[config.mk]
export PLATFORM = sky130hd
export DESIGN_NAME = period_wave_gen
export DESIGN_NICKNAME = d
export VERILOG_FILES = /design/src/rtl/period_wave_gen.sv
export SDC_FILE = /design/constraint.sdc
export NUM_CORES = 1
export LEC_CHECK = 0
export CAP_MARGIN = 15
export CORE_MARGIN = 2
export CORE_UTILIZATION = 60
export DETAILED_ROUTE_END_ITERATION = 10
export PLACE_DENSITY = 0.82
export RECOVER_POWER = 100
export SYNTH_ARGS = -nofsm -noshare
export SYNTH_HDL_FRONTEND = slang
export SYNTH_SLANG_ARGS = --single-unit
[constraint.sdc]
create_clock -name sys_count_clk -period 11.3 [get_ports sys_count_clk]
set_input_delay 1.695 -clock sys_count_clk [delete_from_list [all_inputs] [get_ports sys_count_clk]]
set_output_delay 1.695 -clock sys_count_clk [all_outputs]
set_load 0.02 [all_outputs]
[src/rtl/period_wave_gen.sv]
// -----------------------------------------------------------------------------
// period_wave_gen
// Programmable rectangular-wave generator. Counts sys_count_clk cycles to build
// a wave of period P and high time H, either continuously or for a burst of N
// periods. Configuration is staged in shadow registers and only copied into the
// active registers at start and at period boundaries, so a period is never
// altered once it has begun.
//
// Ports
//   sys_count_clk : system clock, all logic on its rising edge
//   rst_n         : synchronous active-low reset
//   cfg_period    : period P in cycles (accepted only when P >= 2)
//   cfg_high      : high time H in cycles (saturated to P)
//   cfg_burst     : number of periods to generate, 0 = continuous
//   cfg_load      : strobe, capture cfg_* into the shadow registers
//   start         : strobe, begin generation from IDLE
//   stop          : strobe, abort generation
//   wave_out      : generated wave (registered)
//   period_tick   : pulse on the first cycle of each period
//   busy          : high while generating
//   done          : pulse at end of burst or after stop
//   cfg_err       : pulse for a rejected load or start
//   periods_done  : completed full periods since the last start
// -----------------------------------------------------------------------------
module period_wave_gen #(
  parameter int CNT_W   = 32,
  parameter int BURST_W = 16
) (
  input  logic               sys_count_clk,
  input  logic               rst_n,
  input  logic [CNT_W-1:0]   cfg_period,
  input  logic [CNT_W-1:0]   cfg_high,
  input  logic [BURST_W-1:0] cfg_burst,
  input  logic               cfg_load,
  input  logic               start,
  input  logic               stop,
  output logic               wave_out,
  output logic               period_tick,
  output logic               busy,
  output logic               done,
  output logic               cfg_err,
  output logic [BURST_W-1:0] periods_done
);

  typedef enum logic [1:0] {
    S_IDLE   = 2'd0,
    S_RUN    = 2'd1,
    S_FINISH = 2'd2
  } state_t;

  // High time clipped to the period so H > P behaves as a constant-high wave.
  function automatic logic [CNT_W-1:0] sat_high(input logic [CNT_W-1:0] h,
                                                input logic [CNT_W-1:0] p);
    if (h > p) begin
      sat_high = p;
    end else begin
      sat_high = h;
    end
  endfunction

  state_t             state_q, state_d;
  logic [CNT_W-1:0]   phase_q, phase_d;
  logic [CNT_W-1:0]   shd_p_q, shd_p_d, shd_h_q, shd_h_d;
  logic [BURST_W-1:0] shd_burst_q, shd_burst_d;
  logic [CNT_W-1:0]   act_p_q, act_p_d, act_h_q, act_h_d;
  logic [BURST_W-1:0] act_burst_q, act_burst_d;
  logic [BURST_W-1:0] periods_q, periods_d, periods_inc_s;
  logic               wave_q, wave_d, tick_q, tick_d, busy_q, busy_d;
  logic               done_q, done_d, err_q, err_d;
  logic               load_ok_s, start_err_s;

  // Next-state, shadow/active config and registered-output computation.
  always_comb begin
    state_d       = state_q;
    phase_d       = phase_q;
    act_p_d       = act_p_q;
    act_h_d       = act_h_q;
    act_burst_d   = act_burst_q;
    periods_d     = periods_q;
    start_err_s   = 1'b0;
    periods_inc_s = periods_q;

    load_ok_s = cfg_load && (cfg_period >= CNT_W'(2));
    if (load_ok_s) begin
      shd_p_d     = cfg_period;
      shd_h_d     = sat_high(cfg_high, cfg_period);
      shd_burst_d = cfg_burst;
    end else begin
      shd_p_d     = shd_p_q;
      shd_h_d     = shd_h_q;
      shd_burst_d = shd_burst_q;
    end

    case (state_q)
      S_IDLE: begin
        if (start) begin
          if (shd_p_q < CNT_W'(2)) begin
            start_err_s = 1'b1;
          end else if (!stop) begin
            state_d     = S_RUN;
            phase_d     = {CNT_W{1'b0}};
            periods_d   = {BURST_W{1'b0}};
            act_p_d     = shd_p_q;
            act_h_d     = shd_h_q;
            act_burst_d = shd_burst_q;
          end else begin
            state_d = S_IDLE;
          end
        end else begin
          state_d = S_IDLE;
        end
      end
      S_RUN: begin
        if (stop) begin
          // Partial period is not counted.
          state_d = S_FINISH;
        end else if (phase_q == act_p_q - CNT_W'(1)) begin
          if (periods_q == {BURST_W{1'b1}}) begin
            periods_inc_s = periods_q;
          end else begin
            periods_inc_s = periods_q + BURST_W'(1);
          end
          periods_d = periods_inc_s;
          if ((act_burst_q != {BURST_W{1'b0}}) && (periods_inc_s == act_burst_q)) begin
            state_d = S_FINISH;
          end else begin
            // Boundary: pick up the shadow value as it was before this edge.
            phase_d     = {CNT_W{1'b0}};
            act_p_d     = shd_p_q;
            act_h_d     = shd_h_q;
            act_burst_d = shd_burst_q;
          end
        end else begin
          phase_d = phase_q + CNT_W'(1);
        end
      end
      S_FINISH: begin
        state_d = S_IDLE;
      end
      default: begin
        state_d = S_IDLE;
      end
    endcase

    // Outputs are registered from next-state values so they line up with the
    // cycle the FSM is actually in.
    wave_d = (state_d == S_RUN) && (phase_d < act_h_d);
    tick_d = (state_d == S_RUN) && (phase_d == {CNT_W{1'b0}});
    busy_d = (state_d == S_RUN);
    done_d = (state_d == S_FINISH);
    err_d  = (cfg_load && !load_ok_s) || start_err_s;
  end

  // State, configuration and output registers with synchronous reset.
  always_ff @(posedge sys_count_clk) begin
    if (!rst_n) begin
      state_q     <= S_IDLE;
      phase_q     <= {CNT_W{1'b0}};
      shd_p_q     <= {CNT_W{1'b0}};
      shd_h_q     <= {CNT_W{1'b0}};
      shd_burst_q <= {BURST_W{1'b0}};
      act_p_q     <= {CNT_W{1'b0}};
      act_h_q     <= {CNT_W{1'b0}};
      act_burst_q <= {BURST_W{1'b0}};
      periods_q   <= {BURST_W{1'b0}};
      wave_q      <= 1'b0;
      tick_q      <= 1'b0;
      busy_q      <= 1'b0;
      done_q      <= 1'b0;
      err_q       <= 1'b0;
    end else begin
      state_q     <= state_d;
      phase_q     <= phase_d;
      shd_p_q     <= shd_p_d;
      shd_h_q     <= shd_h_d;
      shd_burst_q <= shd_burst_d;
      act_p_q     <= act_p_d;
      act_h_q     <= act_h_d;
      act_burst_q <= act_burst_d;
      periods_q   <= periods_d;
      wave_q      <= wave_d;
      tick_q      <= tick_d;
      busy_q      <= busy_d;
      done_q      <= done_d;
      err_q       <= err_d;
    end
  end

  assign wave_out     = wave_q;
  assign period_tick  = tick_q;
  assign busy         = busy_q;
  assign done         = done_q;
  assign cfg_err      = err_q;
  assign periods_done = periods_q;

endmodule

* Word-level counts from Yosys, hierarchy flattened
Index checks and enable logic that the tools add are counted.
** Cells by class
- Add/sub/neg operators :: 3
- Magnitude comparators :: 4
- Equal/unequal tests :: 12
- Multiplexer cells :: 49
- Reduce and logical (&&, ||, !) cells :: 13
** Operator list (count)
- 32-bit 2-to-1 mux :: 19
- 16-bit 2-to-1 mux :: 15
- 32-bit case mux with 2 select lines :: 3
- 16-bit case mux with 2 select lines :: 2
- 32-bit by 1-bit adder with 32-bit output, second input constant :: 1
- 32-bit == test :: 1
- 32-bit by 2-bit >= comparator with 1-bit output, second input constant :: 1
- 32-bit > comparator :: 1
- 32-bit zero test :: 1
- 32-bit by 2-bit < comparator with 1-bit output, second input constant :: 1
- 32-bit < comparator :: 1
- 32-bit by 1-bit subtractor with 32-bit output, second input constant :: 1
- 16-bit by 1-bit adder with 16-bit output, second input constant :: 1
- 16-bit == test :: 1
- 16-bit == test, second input constant :: 1
- 16-bit nonzero test :: 1
- 2-bit inequality test, second input constant :: 6
- 2-bit 2-to-1 mux :: 5
- 7-bit AND reduction :: 1
- 6-bit AND reduction :: 1
- 1-bit logical AND :: 5
- 2-bit by 1-bit == test with 1-bit output, second input constant :: 2
- 1-bit 2-to-1 mux :: 4
- 2-bit case mux with 2 select lines :: 1
- 5 further kinds :: 5
** Word-level totals
- Bits in registers :: 215
- Input port bits :: 85
- Output and inout bits :: 21
- Logic and storage cells :: 95

* Depth between registers and ports, before layout
- Depth after elaboration :: 13
- Depth in mapped cells :: 29
- Depth with buffers taken out :: 25

* Least setup slack after synthesis
No wires, ideal clock.
- Path type :: flip-flop to flip-flop
- Start :: register periods_q[7], in the netlist periods_done[7]
- End :: register wave_q, in the netlist wave_out
- Setup time :: 0.070 ns
- Arrival time :: 5.139 ns
- Data required time :: 11.230 ns
- Path slack :: 6.091 ns
- Stages on the path, launching flop included :: 22
- Buffers on the path :: 5
- Clock period less this slack :: 5.209 ns
- Path through :: dfxtp_1 -> clkbuf_1 -> nand4_1 -> nor4_2 -> clkbuf_1 -> o21a_1 -> o2111ai_1 -> nor4_1 -> nand3b_2 -> o21a_1 -> buf_6 -> clkbuf_1 -> buf_1 -> mux2i_1 -> ha_1 -> a21o_1 -> a21o_1 -> a21oi_1 -> o211ai_1 -> a221oi_1 -> o311ai_0 -> a21oi_1
** Between the ends
- Longest elaborated chain between the ends :: 13
- Elaborated cells on any way between the ends :: 23
- Those cells by class :: add/sub (1); order compare (1); eq/ne (3); mux (16); reduce/logical (2)
** Ends and longest elaborated chain
- from (decl) :: RTL line 67 : logic [BURST_W-1:0] periods_q, periods_d, periods_inc_s;
- from (signal assigned) :: RTL line 165 : periods_q <= {BURST_W{1'b0}};
- from (signal assigned) :: RTL line 180 : periods_q <= periods_d;
- 16-bit by 1-bit adder with 16-bit output or 16-bit == test (tied branches) :: RTL line 121, 118
- 16-bit 2-to-1 mux * :: RTL line 118 : if (periods_q == {BURST_W{1'b1}}) begin
- 16-bit 2-to-1 mux * :: RTL line 117 : end else if (phase_q == act_p_q - CNT_W'(1)) begin
- 16-bit 2-to-1 mux * :: RTL line 114 : if (stop) begin
- 16-bit 2-to-1 mux * :: RTL line 94 : case (state_q)
- 16-bit == test * :: RTL line 124 : if ((act_burst_q != {BURST_W{1'b0}}) && (periods_inc_s == act_burst_q)) begin
- 1-bit logical AND * :: RTL line 124
- 32-bit 2-to-1 mux or 2-bit 2-to-1 mux (tied branches) :: RTL line 124
- 32-bit 2-to-1 mux or 2-bit 2-to-1 mux (tied branches) :: RTL line 117
- 32-bit 2-to-1 mux or 2-bit 2-to-1 mux (tied branches) :: RTL line 114
- 32-bit case mux with 2 select lines or 2-bit case mux with 2 select lines (tied branches) :: RTL line 94
- 32-bit < comparator or 2-bit by 1-bit == test with 1-bit output (tied branches) :: RTL line 147 : wave_d = (state_d == S_RUN) && (phase_d < act_h_d);
- 1-bit logical AND * :: RTL line 147
- to (signal assigned) :: RTL line 181 : wave_q <= wave_d;
- to (decl) :: RTL line 68 : logic wave_q, wave_d, tick_q, tick_d, busy_q, busy_d;
Mark *: on every way between the ends. The rest lies on a longest branch, timed or not. The select of a mux whose other input is x is not followed.
A chain may end at the register's enable or synchronous reset.

* Final worst setup path
- Start :: register act_p_q[6]
- End :: register wave_q, in the netlist wave_out
** Between the ends
- Longest elaborated chain between the ends :: 7
- Elaborated cells on any way between the ends :: 14
- Those cells by class :: add/sub (1); order compare (1); eq/ne (2); mux (9); reduce/logical (1)
** Ends and longest elaborated chain
- from (decl) :: RTL line 65 : logic [CNT_W-1:0] act_p_q, act_p_d, act_h_q, act_h_d;
- from (signal assigned) :: RTL line 162 : act_p_q <= {CNT_W{1'b0}};
- from (signal assigned) :: RTL line 177 : act_p_q <= act_p_d;
- 32-bit by 1-bit subtractor with 32-bit output :: RTL line 117
- 32-bit == test :: RTL line 117
- 32-bit 2-to-1 mux :: RTL line 117
- 32-bit 2-to-1 mux :: RTL line 114
- 32-bit case mux with 2 select lines :: RTL line 94
- via phase_d[17] :: RTL line 62 : logic [CNT_W-1:0] phase_q, phase_d;
- 32-bit < comparator :: RTL line 147
- 1-bit logical AND :: RTL line 147
The timed path passes the listed nets, and every way through them passes these cells.

==> run summary <==
YOSYS
--------------------------------------------------------------------------------------
Synthesized cell area                                                       13000 um^2
Number of enable flip-flop cells after synthesis                                     0
Synth unique cells                                                                  73
Flip-flop cell with the highest count after synthesis                          dfxtp_1
Post-Synth Adder-Cell Area                                                       6.35%
Total of warnings raised by yosys                                                    0
Cell type with the largest total area after synthesis                          dfxtp_1
Top-area cell type share of the netlist area                                     33.1%
Average cell area after synthesis                                            8.21 um^2
Synth async-reset ratio                                                             0%
Fraction of the mapped netlist area in simple logic gates                        25.5%
Synthesized-area fraction occupied by xor and xnor cells                         3.64%
Synthesized netlist cell count                                                    1583
Total nets after synthesis                                                        1734
Number of synthesized register bits                                                215
Synthesized-area fraction occupied by ao, oa, aoi and oai cells                  19.4%
Top cells by area in the synthesized netlist                              dfxtp_1 33%, mux2i_1 7.2%, ha_1 6.4%, nand2_1 5.2%, nor2b_1 4.2%
Largest family of logic cells by synthesized area                         simple AND/OR/NAND/NOR gates
Fraction of the yosys area taken by sequential cells                             33.1%
Mux contribution to synthesized area                                             7.32%

POWER AND IR DROP
--------------------------------------------------------------------------------------
Static power due to leakage                                                    6.23 nW
Switching power share of the total                                               28.2%
Portion of total power attributed to combinational logic                         18.7%
Internal power consumption                                                     1.46 mW
Clock Power Share                                                                40.5%
Highest ir drop seen on vdd                                                0.0000948 V
Power Density                                                              136 nW/um^2
Final total power                                                              2.03 mW
Switching component of the power                                              0.573 mW
Proportion of power drawn by flip-flops and latches                              40.8%

LAYOUT
--------------------------------------------------------------------------------------
Top library cells by usage in the layout, fill and taps aside             215 x dfxtp_1, 179 x nand2_1, 94 x mux2i_1
Leading cell type in the layout, fill and taps excluded                        dfxtp_1
Total inserted antenna cells                                                         0
Area Growth Syn to Fin                                                           14.5%
Fraction of layout cells with a size suffix above 1                              3.96%
Final net count                                                                   1777

CLOCK TREE
--------------------------------------------------------------------------------------
Clock tree from TritonCTS                                                        built
Number of buffers on the longest clock path                                          3
H-tree depth                                                                         1
CTS Hold Buffers Added                                                               0
Sink Count                                                                         215
TritonCTS Buffers                                                                   24
Clock latency of the later-clocked register in the worst-skew pair              530 ps
Root Driver                                                                  clkbuf_16
Clock slew at the register clock pins of the worst setup and hold paths          60 ps
Post CTS Setup Buffer Count                                                          0
# resized after CTS                                                                  0

DIE
--------------------------------------------------------------------------------------
Initial core utilization                                                         61.5%
Core region area                                                            21200 um^2
Total I/O pin count                                                                106
Die height                                                                      151 um
Die width                                                                       151 um
Full die area                                                               22900 um^2
Core Rows                                                                           53

SETUP PATH
--------------------------------------------------------------------------------------
Required arrival time at the worst endpoint                                   11760 ps
FF-to-FF Start                                                            act_p_q[6]$_SDFFE_PN0P_
Data arrival, critical path                                                    7590 ps
Kind of start point of the critical path                                          flop
Count of cells along the worst register-to-register path                            21
Crit Reg-Reg Endpoint                                                     wave_out$_SDFF_PN0_
R2R Setup Slk                                                                  4170 ps
Maximum fanout encountered on the critical timing path                              23
CP Capture Type                                                                   flop
Critical Setup Path Class                                                      reg2reg

DETAILED ROUTING
--------------------------------------------------------------------------------------
Routed vias                                                                      12.2k
Routed wire length                                                            38300 um
Count of antenna-violating nets left after detailed routing                          0
Detail Route met3 WL                                                           3530 um
Average detailed-routed wire length per instance                               20.0 um
Top layer reached by signal wires                                                 met4
Number of DRC markers in iteration 0                                               904
Routed via count divided by cell count                                            6.34
DRC errors left                                                                      0
Number of optimization iterations in the first detailed-route pass                   5
Met2 Routed Length                                                            16600 um
Met1 wire length                                                              17100 um

WORST HOLD PATH
--------------------------------------------------------------------------------------
Worst hold path type                                                           reg2reg
Number of cells on the worst hold path                                               2
Hold path startpoint                                                      shd_burst_q[0]$_SDFFE_PN0P_
Endpoint, Worst Hold                                                      shd_burst_q[0]$_SDFFE_PN0P_

GRT
--------------------------------------------------------------------------------------
Number of global-route vias before repair                                        11.5k
Congestion Overflow GR                                                               0
Wire length of the first global-routing pass                                  61100 um
Largest net degree at the start of global routing                                   92
Total Routing Usage GR                                                           33.8%
Initial antenna violation count                                                      0

STA
--------------------------------------------------------------------------------------
Final Hold Fails                                                                     0
Relative slew slack                                                             -47.1%
Final setup fails                                                                    0
Minimum clock period after layout                                              7130 ps
Worst Skew                                                                     19.1 ps
Total Neg Setup Slack                                                             0 ps
Unrepaired setup endpoints after global routing                                  false
Peak clock frequency supported by timing                                       140 MHz
Measured slew at the worst slew-check pin                                      2180 ps
Share of the clock period used by the worst path                                 63.1%
Final Max Tran Viols                                                                71

RUN STATUS
--------------------------------------------------------------------------------------
Violations in the final reports                                           capacitance limit, slew limit
Run status                                                                complete, but fails checks

PLACE
--------------------------------------------------------------------------------------
Last weighted congestion value of the routability-driven placer                   1.01
Placed wire-length estimate after detailed placement                          28400 um
Number of I/O port buffers                                                         105

RUN
--------------------------------------------------------------------------------------
# Max-Cap Violations                                                                 3

## sequential cells by signal, indices dropped and copies added, names as in the netlist
| register | count |
|---|---|
| cfg_err | 1 |
| shd_p_q | 32 |
| busy | 1 |
| act_burst_q | 16 |
| act_h_q | 32 |
| periods_done | 16 |
| period_tick | 1 |
| shd_burst_q | 16 |
| wave_out | 1 |
| phase_q | 32 |
| state_q | 2 |
| shd_h_q | 32 |
| done | 1 |
| act_p_q | 32 |
## worst max-delay path, stage by stage, from the launching register on
cell,delay (ps)
dfxtp_1,380
nor4_1,710
nand2_1,480
or4_1,630
a211oi_1,210
nor3_1,90
a211oi_1,780
and2_0,970
o21ai_0,230
a311oi_1,820
ha_1,400
a21oi_1,140
nor2b_1,70
o21ai_0,170
nand2b_1,90
a21oi_1,160
nor2b_1,60
o21ai_0,140
nand2b_1,70
a21oi_1,140
o311ai_0,150
a21oi_1,180
## per-stage QoR
step	utilization (%)	setup WS (ps)	instance area (um^2)	instances	hold slack, ps
5_1_grt	70.3	3660	14900	1918	490
4_1_cts	70.7	5120	14900	1918	468
3_5_place_dp	66.7	4990	14100	1875	460
3_3_place_gp	66.7	5070	14100	1875	453
6_report	70.3	4170	14900	1918	469
2_1_floorplan	-	6090	13000	1583	444
## how the worst max path moves through the flow
stage | from | cells past startpoint | slack, ps | to
3_3_place_gp | stop | 19 | 5070 | wave_out$_SDFF_PN0_
3_5_place_dp | stop | 19 | 4990 | wave_out$_SDFF_PN0_
2_1_floorplan | periods_done[7]$_SDFFE_PN0P_ | 21 | 6090 | wave_out$_SDFF_PN0_
5_1_grt | act_p_q[6]$_SDFFE_PN0P_ | 21 | 3660 | wave_out$_SDFF_PN0_
6_report | act_p_q[6]$_SDFFE_PN0P_ | 21 | 4170 | wave_out$_SDFF_PN0_
4_1_cts | periods_done[0]$_SDFFE_PN0P_ | 23 | 5120 | wave_out$_SDFF_PN0_
## power by group through the flow
stage                     logic, mW  clock network [mW]  registers (mW)
after floorplan               0.265                   0           0.829
after global placement        0.366                   0           0.841
after detailed placement      0.373                   0           0.842
after CTS                     0.377               0.829           0.826
after global routing          0.415               0.862           0.830
final                         0.380               0.822           0.827
## synthesized netlist by cell type, types with 10 or more instances
library cell / n
nor2b_1: 88
o31ai_1: 10
xor2_1: 24
a21o_1: 23
nor4_1: 36
or4_1: 14
nand3_1: 39
a21oi_1: 88
dfxtp_1: 215
nor3_1: 34
o21a_1: 12
a21boi_0: 69
nand2b_1: 11
mux2i_1: 94
xnor2_1: 30
clkbuf_1: 85
nor2_1: 73
a211oi_1: 10
a311oi_1: 12
o21ai_0: 71
and3_1: 15
nand2_1: 179
a31oi_1: 22
or3_1: 10
and4_1: 11
inv_1: 57
and2_1: 33
nand4_1: 38
ha_1: 66
## cell families (layout without fill, tap and decap cells)
kind of cell / after synthesis / in the layout
simple gates: 618 / 618
fa+ha+maj: 66 / 66
buf+inv: 155 / 215
xor+xnor: 54 / 54
compound gates: 380 / 380
mux: 95 / 95
flops: 215 / 215
## layer usage
metal | vias to the layer above | GRT usage (%)
met5 | - | 0
met4 | 0 | 10.4
met3 | 83 | 6.42
met2 | 586 | 52.6
met1 | 5683 | 47.4
li1 | 5814 | -
## area by class of cell
cell class | instances | area, um^2
inverters | 57 | 214
fillers | 1685 | 6270
multi-input cells | 1213 | 8070
flip-flops and latches | 215 | 4300
clock buffers | 32 | 651
well taps | 275 | 344
clock inverters | 11 | 183
repair buffers | 115 | 1110
No activity file was read; power rests on OpenSTA's default activity.
==> patch (same settings) <==
Register the output `periods_done` once more, cleared by the reset; this adds one clock of latency there. The other outputs are not delayed to match.
--- a/src/rtl/period_wave_gen.sv
+++ b/src/rtl/period_wave_gen.sv
@@ -191,7 +191,13 @@
   assign busy         = busy_q;
   assign done         = done_q;
   assign cfg_err      = err_q;
-  assign periods_done = periods_q;
+  always_ff @(posedge sys_count_clk) begin
+    if (!rst_n) begin
+      periods_done <= '0;
+    end else begin
+      periods_done <= periods_q;
+    end
+  end
 
 endmodule
 
Formal check against the unedited RTL: same outputs for any inputs over 4 cycles, from zero or initial values and one cycle with rst_n low; that may be too few to reach the edited logic, so the function may still have changed.
==> patch against the original RTL <==
Critical path type unchanged; largest power group unchanged; worst setup slack worse by 0.35 ns; design area up 1.1%; clock skew down 0.0081 ns; sequential cell count up 16; routed wire length down 3.0%; via count up 0.49%; sequential power up 5.2%; the run still ends with capacitance limit, slew limit left; critical path depth down 4; area after synthesis up 2.0%; highest routed layer unchanged; total power down 4.1%.
==> patch: results (changes against the original RTL) <==
\begin{tabular}{lr}
\hline
Metric & Value \\
\hline
\multicolumn{2}{l}{\textbf{GRT}} \\
Total track usage & 0.309 (-0.0285) \\
Largest net degree at the start of global routing & 111 (+21\%) \\
Number of global-route vias before repair & 11,300 (-1.3\%) \\
\multicolumn{2}{l}{\textbf{Routing}} \\
DR vias & 12,200 (+0.49\%) \\
Drt pass-1 iters & 6 (+1) \\
DR WL/cell & 19.1 um (-4.5\%) \\
\multicolumn{2}{l}{\textbf{Critical path}} \\
Setup slack of the worst register-to-register path & 3.82 ns (-0.35 ns) \\
Delay contributed by the slowest stage of the critical path & 1.19 ns (+0.22 ns) \\
Arrival time at the worst endpoint & 7.88 ns (+0.29 ns) \\
Start point of the critical path & act\_p\_q[2] \\
Standard cell with the maximum stage delay on the critical path & sky130\_fd\_sc\_hd\_\_nor2\_1 \\
Depth of the worst register-to-register path & 17 (-19\%) \\
\multicolumn{2}{l}{\textbf{Hold path}} \\
Endpoint, Worst Hold & shd\_burst\_q[4] \\
Launch point of the worst hold path & shd\_burst\_q[4] \\
\multicolumn{2}{l}{\textbf{Place}} \\
Worst setup timing slack at the placement stage & 4.79 ns (-0.200 ns) \\
Gp weighted congestion & 0.962 (-4.4\%) \\
Number of placed instances with taps included & 1,902 (+1.4\%) \\
HPWL after detailed placement & 27.0 mm (-5.0\%) \\
\multicolumn{2}{l}{\textbf{Synthesis}} \\
Post-synthesis net count & 1,769 (+2.0\%) \\
Top post-synthesis cells by area & sky130\_fd\_sc\_hd\_\_dfxtp\_1, sky130\_fd\_sc\_hd\_\_nand2\_1, sky130\_fd\_sc\_hd\_\_ha\_1, sky130\_fd\_sc\_hd\_\_a21boi\_0, sky130\_fd\_sc\_hd\_\_mux2i\_1 \\
Yosys cell types & 75 (+2.7\%) \\
\multicolumn{2}{l}{\textbf{Timing}} \\
Setup Skew & 0.0110 ns (-0.00810 ns) \\
Slew Viols, Final & 344 (+380\%) \\
\multicolumn{2}{l}{\textbf{Run status}} \\
Violated checks & capacitance limit, slew limit \\
Outcome & complete, but fails checks \\
\multicolumn{2}{l}{\textbf{Power and ir drop}} \\
Power density cells & 129 mW/mm2 (-5.1\%) \\
\multicolumn{2}{l}{\textbf{Run}} \\
Number of max-cap violations & 4 (+1) \\
\hline
\end{tabular}
==> patch: per-stage QoR <==
step                hold WS, ns  utilization
global route              0.493        0.692
global placement          0.455        0.657
CTS                       0.467        0.694
floorplan                 0.444            -
detailed placement        0.458        0.657
finish                    0.467        0.692
==> patch: cells by family after synthesis <==
kind of cell | count (synthesis) | synth area share
simple gates | 639 | 0.252
compound gates | 394 | 0.197
flops | 231 | 0.349
buf+inv | 163 | 0.0501
mux | 69 | 0.0522
fa+ha+maj | 66 | 0.0623
xor+xnor | 56 | 0.0370
==> patch: final cells by class <==
class	instances	area, um2
inverter	51	191
clock buffer	29	661
timing repair buffer	117	1120
tap	280	350
clock inverter	15	136
multi-input combinational	1224	7960
fill	1773	6710
sequential	231	4620
==> patch: layer usage <==
| metal | wire, um | GRT usage |
|---|---|---|
| met2 | 16400 | 0.480 |
| met1 | 16600 | 0.443 |
| met4 | 937 | 0.0825 |
| met3 | 3230 | 0.0577 |
| met5 | 0 | 0 |
